$ cat src/rtl/gdp_pkg.sv
// Shared definitions for the GEMMV tile datapath: lane packing and deskew depths.
package gdp_pkg;

    localparam int unsigned DEFAULT_CNT_W = 16;

    // Bit offset of lane k inside a packed row.
    function automatic int unsigned lane_offset(input int unsigned k, input int unsigned width);
        return k * width;
    endfunction

    // Lane k needs n-1-k extra stages so that all lanes meet lane n-1 at the output register.
    function automatic int unsigned lane_depth(input int unsigned n, input int unsigned k);
        return n - 1 - k;
    endfunction

endpackage

$ cat src/rtl/deskew_lane_delay.sv
// Enable-gated delay line of DEPTH registers; DEPTH=0 is a plain wire.
module deskew_lane_delay #(
    parameter int unsigned WIDTH = 1,
    parameter int unsigned DEPTH = 0
) (
    input  logic             clk,
    input  logic             rst_n,
    input  logic             en,
    input  logic [WIDTH-1:0] d,
    output logic [WIDTH-1:0] q
);

    if (DEPTH == 0) begin : g_wire
        logic unused_ctrl;
        assign unused_ctrl = ^{clk, rst_n, en};
        assign q = d;
    end else begin : g_regs
        logic [WIDTH-1:0] stage_q [DEPTH];

        always_ff @(posedge clk) begin
            if (!rst_n) begin
                for (int i = 0; i < int'(DEPTH); i++) begin
                    stage_q[i] <= '0;
                end
            end else if (en) begin
                stage_q[0] <= d;
                for (int i = 1; i < int'(DEPTH); i++) begin
                    stage_q[i] <= stage_q[i-1];
                end
            end
        end

        assign q = stage_q[DEPTH-1];
    end

endmodule

$ cat src/rtl/data_deskew.sv
// Realigns diagonally skewed PE-array output lanes into whole rows with a single row-valid.
module data_deskew
    import gdp_pkg::*;
#(
    parameter int unsigned data_width         = 20,
    parameter int unsigned a_tile_column_size = 4,
    parameter int unsigned CNT_W              = DEFAULT_CNT_W
) (
    input  logic                                 clk,
    input  logic                                 rst_n,
    input  logic                                 en,
    input  logic [data_width*a_tile_column_size-1:0] din,
    input  logic [a_tile_column_size-1:0]        din_valid,
    output logic [data_width*a_tile_column_size-1:0] dout,
    output logic                                 dout_valid,
    output logic                                 align_err,
    output logic [CNT_W-1:0]                     row_cnt
);

    localparam int unsigned N  = a_tile_column_size;
    localparam int unsigned LW = data_width + 1;

    logic [N-1:0]            lane_v;
    logic [data_width*N-1:0] lane_d;

    // Each lane carries its valid bit as the MSB of the delayed word.
    for (genvar k = 0; k < int'(N); k++) begin : g_lane
        logic [LW-1:0] lane_q;

        deskew_lane_delay #(
            .WIDTH(LW),
            .DEPTH(lane_depth(N, k))
        ) u_delay (
            .clk  (clk),
            .rst_n(rst_n),
            .en   (en),
            .d    ({din_valid[k], din[lane_offset(k, data_width) +: data_width]}),
            .q    (lane_q)
        );

        assign lane_v[k] = lane_q[LW-1];
        assign lane_d[lane_offset(k, data_width) +: data_width] = lane_q[data_width-1:0];
    end

    always_ff @(posedge clk) begin
        if (!rst_n) begin
            dout       <= '0;
            dout_valid <= 1'b0;
            align_err  <= 1'b0;
            row_cnt    <= '0;
        end else if (en) begin
            dout <= lane_d;
            if (&lane_v) begin
                dout_valid <= 1'b1;
                row_cnt    <= row_cnt + CNT_W'(1);
            end else begin
                dout_valid <= 1'b0;
                if (|lane_v) begin
                    align_err <= 1'b1;
                end
            end
        end else begin
            // A stalled edge must not repeat the previous row-valid.
            dout_valid <= 1'b0;
        end
    end

endmodule

$ cat config.mk
export PLATFORM = sky130hd
export DESIGN_NAME = data_deskew
export DESIGN_NICKNAME = d
export VERILOG_FILES = /design/src/rtl/gdp_pkg.sv /design/src/rtl/deskew_lane_delay.sv /design/src/rtl/data_deskew.sv
export SDC_FILE = /design/constraint.sdc
export NUM_CORES = 1
export LEC_CHECK = 0
export ABC_AREA = 1
export BUFFER_PORTS_ARGS = -buffer_cell sky130_fd_sc_hd__buf_2
export CAP_MARGIN = 10
export CORE_UTILIZATION = 30
export CTS_CLUSTER_SIZE = 30
export DETAILED_ROUTE_END_ITERATION = 8
export PLACE_DENSITY = 0.54
export SYNTH_ARGS = -nofsm -noshare
export SYNTH_HDL_FRONTEND = slang
export SYNTH_SLANG_ARGS = --single-unit
$ cat constraint.sdc
create_clock -name clk -period 13.9 [get_ports clk]
set_input_delay 4.17 -clock clk [delete_from_list [all_inputs] [get_ports clk]]
set_output_delay 4.17 -clock clk [all_outputs]
set_load 0.02 [all_outputs]
==> reports/metrics.cfg, run 1 <==
[layout]
final_cell_mix=nand2_1, buf_2, nor2_1, inv_1, edfxtp_1
area_delta_synth_final_pct=23.7
fillers=2713
drive_gt1_share_pct=21.8
layout_commonest_cell=nand2_1
multiInputGateArea_sq_um=1970
final-seq-area_sq_um=5750
nets=1137

[detailed_routing]
wl_per_cell_microns=12.3
viasPerCell=4.07
drc=0
first_pass_iters=4
drt_iter0_drc=359
vias=5858
wirelength_microns=17800
ant_nets=0

[min_path]
min_from=align_err
min_path_type=reg2reg

[clock_network]
cts_setup_buffers=0
cts_tree=done
clock-sinks=224
htree_levels=1
clockBufferDepth=3
cts-resized-gates=0
clkTransAtPathRegs_ns=0.06
clk_latency_ns=0.50
root_buffer=clkbuf_16
cts-hold-fix-buffers=0
cts_buffers=25

[synth]
syn-num-nets=963
syn_area_sq_um=8420
yosysWarnings=0
yosysUniqueCellTypes=22
synthCells=875
synth-seq-cells=224
ys_seq_area_share_pct=68.2
avgSynthCellArea_sq_um=9.63

[sta]
setup_viol_count_final=0
drv_slew=0
fmax_mhz=154
hold_viol=0
fin_hold_ws_ns=0.451
min_period_ns=6.50
fin_skew_ns=0.0100
rsz0062_at_grt=false
relSlewSlack_pct=27.9
worst_pin_slew_ns=1.08
fin_crit_sh_pct=46.7
setup_tns_ns=0

[global_routing]
overflow=0
grt_max_degree=97
antenna_found_initial=1
grt_usage_pct=12.3
first_global_vias=5580
grt_pass1_wl_microns=28300

[die]
num_rows=60
die_y_microns=170
ios=185
design.die.area_sq_um=28800
initial_core_util_pct=30.9
core_sq_um=27300
die_width_microns=170

[worst_setup_path]
worstPathRequired_ns=14.02
path_class=in2reg
critPathSlowestCell=buf_4
crit_family=buffers and inverters
critPathCaptureType=flip-flop
critPathMaxStageDelay_ns=0.89
path_max_fanout=85
cpMostUsedCell=buf_4
worstPathArrival_ns=6.62
reg2reg_from=g_lane[2].u_delay.g_regs.stage_q[0][20]
critPathLaunch=en
crit_chain=buf_4 -> clkinv_2 -> nand2_4 -> buf_4
critPathLaunchType=input port
path_buf_inv=3

[place]
port_buffers=184
dp_hpwl_microns=10800
place_congestion=0.769

[power]
p_per_area_nw_per_um2=139
leakage_nw=4.72
total_power_w=0.00145
vdd_drop_max_mv=0.0561

[job]
maxCapViolations=0

[run_status]
status=complete, no violations

path summary, 6_finish.rpt:
path	end	slack [ns]	cells past startpoint
worst max register to register	row_cnt[12]	12.50	7
worst max-delay path	g_lane[1].u_delay.g_regs.stage_q[0][17]	7.40	4
worst min-delay path	align_err	0.45	2
worst min register to register	align_err	0.45	2
metal layers:
metal	global-route usage (%)	vias up	routed length, microns
li1	-	3067	-
met1	15.7	2619	8030
met2	20.4	146	8220
met3	2.87	26	1100
met4	4.03	0	404
met5	0	-	0
flip-flops by register name (all words and copies together) (netlist names):
register and cells:
row_cnt 16, dout 80, g_lane.u_delay.g_regs.stage_q 126, dout_valid 1
align_err 1
final cells by class:
cell class                      count  share of cell area, %
Clock inverter                      4                  0.216
Antenna cell                        1                 0.0240
Multi-Input combinational cell    470                   18.9
Timing Repair Buffer              188                   9.15
Inverter                          140                   5.06
Sequential cell                   224                   55.2
Clock buffer                       41                   7.06
Tap cell                          372                   4.47
worst reg2reg max path, cell delays in order (launching register included):
cell	delay (ns)
edfxtp_1	0.35
nand2_1	0.07
nor2_2	0.15
nand2_2	0.21
nor2_4	0.31
nand3_1	0.10
nand2_1	0.07
nor2_1	0.04
kinds of logic (layout without fill, tap and decap cells):
group	after synthesis	after routing	synth area share, %
AO/OA/AOI/OAI	97	97	5.76
XOR/XNOR	1	1	0.104
other	0	1	0
AND/OR/NAND/NOR	371	371	17.2
flip-flops	224	224	68.2
adder cells (fa/ha/maj)	1	1	0.148
buffers and inverters	181	373	8.61
metrics by stage:
stage	instances	setup WS (ns)	util (%)	instance area (sq um)
final	1440	7.40	38.2	10400
after global routing	1439	7.16	38.2	10400
after CTS	1439	7.34	38.2	10400
after detailed placement	1394	6.80	35.4	9660
after global placement	1394	6.82	35.4	9660
after floorplan	875	6.14	-	8420
power breakdown:
group / internal [W] / switching, W / leakage (nW)
sequential: 0.000739 / 0.0000115 / 2.18
combinational: 0.0000308 / 0.0000641 / 2.17
clock: 0.000359 / 0.000248 / 0.369
cell usage after synthesis:
cell / n / area share [%]
buf_2: 16 / 0.95
nand3_1: 9 / 0.53
xor2_1: 1 / 0.10
nor2_2: 3 / 0.22
inv_1: 137 / 6.1
nor3_1: 3 / 0.18
inv_2: 3 / 0.13
and2_1: 1 / 0.074
dfxtp_1: 98 / 23
nor2_8: 1 / 0.24
o21ai_0: 4 / 0.24
nand2_1: 201 / 9.0
a21oi_1: 93 / 5.5
clkbuf_1: 14 / 0.62
buf_6: 1 / 0.13
nand2_2: 2 / 0.15
nor2_1: 150 / 6.7
buf_4: 5 / 0.45
buf_1: 5 / 0.22
edfxtp_1: 126 / 45
ha_1: 1 / 0.15
nor2_4: 1 / 0.13
(Power assumes the default switching activity.)
==> run 2: changes to the inputs <==
- PLACE_DENSITY: 0.54 -> 0.56
- clock period: 13.9 -> 5.72 ns (I/O delays scaled with it)
==> run 2 against run 1 <==
Largest power group unchanged. Sequential share of layout area shrank 0.67 points. Global-route usage grew 0.20 points. Non-clock buffer count grew 3. Die area is the same. Via count grew 0.39%. Critical endpoint is now row_cnt[14]. Flip-flop and latch count is the same.
==> reports/metrics.cfg, run 2 (synthesis gave the netlist of run 1 again) <==
[run_status]
status=complete, no violations  ; unchanged

[worst_setup_path]
path_class=in2reg  ; unchanged
path_max_fanout=69  ; was 85
worstPathArrival_ns=3.49  ; was 6.62 ns
critPathCaptureType=flip-flop  ; unchanged
worstPathRequired_ns=6.12  ; was 14.02 ns
critPathLaunchType=input port  ; unchanged
r2r_cells=7  ; unchanged

[die]
ios=185  ; unchanged
die_width_microns=170  ; unchanged
design.die.area_sq_um=28800  ; unchanged
die_y_microns=170  ; unchanged
initial_core_util_pct=30.9  ; unchanged
core_sq_um=27300  ; unchanged
num_rows=60  ; unchanged

[clock_network]
cts-hold-fix-buffers=0  ; unchanged
cts-resized-gates=0  ; unchanged
cts_tree=done  ; unchanged
cts_buffers=25  ; unchanged
clock-sinks=224  ; unchanged
clkTransAtPathRegs_ns=0.06  ; about the same
clockBufferDepth=3  ; unchanged
clk_latency_ns=0.51  ; was 0.50 ns
root_buffer=clkbuf_16  ; unchanged
cts_setup_buffers=0  ; unchanged
htree_levels=1  ; unchanged

[place]
port_buffers=184  ; unchanged
place_congestion=0.783  ; was 0.769
dpl_worst_slack_ns=2.07  ; was 6.80 ns
place_inst=1397  ; was 1394
dp_hpwl_microns=11300  ; was 10800 microns

[detailed_routing]
drc=0  ; unchanged
wirelength_microns=18100  ; was 17800 microns
wl_per_cell_microns=12.6  ; was 12.3 microns
drt_iter0_drc=389  ; was 359
viasPerCell=4.08  ; was 4.07
ant_nets=0  ; unchanged
first_pass_iters=4  ; unchanged
vias=5881  ; was 5858

[layout]
drive_gt1_share_pct=22.3  ; was 21.8%
area_delta_synth_final_pct=25.2  ; was 23.7%
stdcell_count=1443  ; was 1440
layout_commonest_cell=nand2_1  ; unchanged
reg_top3=g_lane.u_delay.g_regs.stage_q (126), dout (80), row_cnt (16)  ; unchanged
fillers=2754  ; was 2713
nets=1140  ; was 1137
final_cell_mix=nand2_1, buf_2, nor2_1, inv_1, edfxtp_1  ; unchanged
regMostFlops=g_lane.u_delay.g_regs.stage_q  ; unchanged
largest_reg_flops=126  ; unchanged

[sta]
fin_skew_ns=0.00698  ; was 0.0100 ns
min_period_ns=3.09
relSlewSlack_pct=32.2  ; was 27.9%
hold_viol=0  ; unchanged
setup_tns_ns=0  ; unchanged
fmax_mhz=324
worst_pin_slew_ns=1.02  ; was 1.08 ns
setup_viol_count_final=0  ; unchanged
rsz0062_at_grt=false  ; unchanged
fin_crit_sh_pct=54.0
drv_slew=0  ; unchanged
postLayoutSetupSlackWorst_ns=2.63  ; was 7.40 ns

[global_routing]
first_global_vias=5639  ; was 5580
antenna_found_initial=1  ; unchanged
grt_pass1_wl_microns=28700  ; was 28300 microns
grt_usage_pct=12.5  ; was 12.3%
grt_max_degree=82  ; was 97
overflow=0  ; unchanged

[power]
total_power_w=0.00369  ; was 0.00145 W
vdd_drop_max_mv=0.166  ; was 0.0561 mV
p_per_area_nw_per_um2=350  ; was 139 nW/um^2
leakage_nw=4.78  ; was 4.72 nW

[job]
maxCapViolations=0  ; unchanged

[min_path]
whs_path_depth=2  ; unchanged
min_path_type=reg2reg  ; unchanged

## run 2: cell count changes in the layout (fill, tap and decap cells not counted)
cell       delta
clkbuf_1      -5
bufinv_16     +3
clkbuf_8      -3
buf_4         +2
clkbuf_16     +2
clkinv_1      +2
buf_12        +1
clkinv_2      -1
inv_2         +1
inv_4         +1
## run 2: where the power goes
part / leakage, nW / total (W) / switching [W] / internal [W]
Sequential: 2.18 / 0.00183 / 0.0000303 / 0.00180
Combinational: 2.19 / 0.000233 / 0.000157 / 0.0000767
Clock: 0.416 / 0.00163 / 0.000617 / 0.00102
Total: 4.78 / 0.00369 / 0.000804 / 0.00289
## run 2: layer usage
layer  up-vias  global-route usage, %  share of wire [%]
met2       130                   21.6                 47
met1      2646                   15.6                 45
met3        28                   2.45                5.5
met4         0                   4.03                1.8
met5         -                      0                  0
li1       3077                      -                  -
## run 2: worst paths after layout
| path | to | slack [ns] | from |
|---|---|---|---|
| worst max register to register | row_cnt[14] | 4.28 | g_lane[0].u_delay.g_regs.stage_q[0][62] |
| worst max-delay path | row_cnt[14] | 2.63 | en |
| worst min register to register | dout[67] | 0.46 | dout[67] |
| worst min-delay path | dout[67] | 0.46 | dout[67] |
## run 2: area by class of cell
type                    instances  area [sq um]  area share, %
inverters                     140           526           4.98
flip-flops and latches        224          5750           54.5
clock inverters                10           126           1.20
multi-input cells             470          1970           18.6
repair buffers                191           988           9.37
clock buffers                  35           726           6.88
diodes                          1          2.50         0.0237
well taps                     372           465           4.41
## run 2: worst max-delay path, cell delays in order
cell and delay [ns]:
buf_4 0.22, buf_4 0.65, nand2_2 0.36, nor2_4 0.30
nand3_1 0.10, nand2_1 0.07, nor2_1 0.04
## run 2: metrics by stage
step	hold slack (ns)	area (sq um)	utilization (%)
2_1_floorplan	0.489	8420	-
3_3_place_gp	0.445	9690	35.6
3_5_place_dp	0.451	9690	35.6
4_1_cts	0.460	10500	38.7
5_1_grt	0.479	10500	38.7
6_report	0.457	10500	38.7
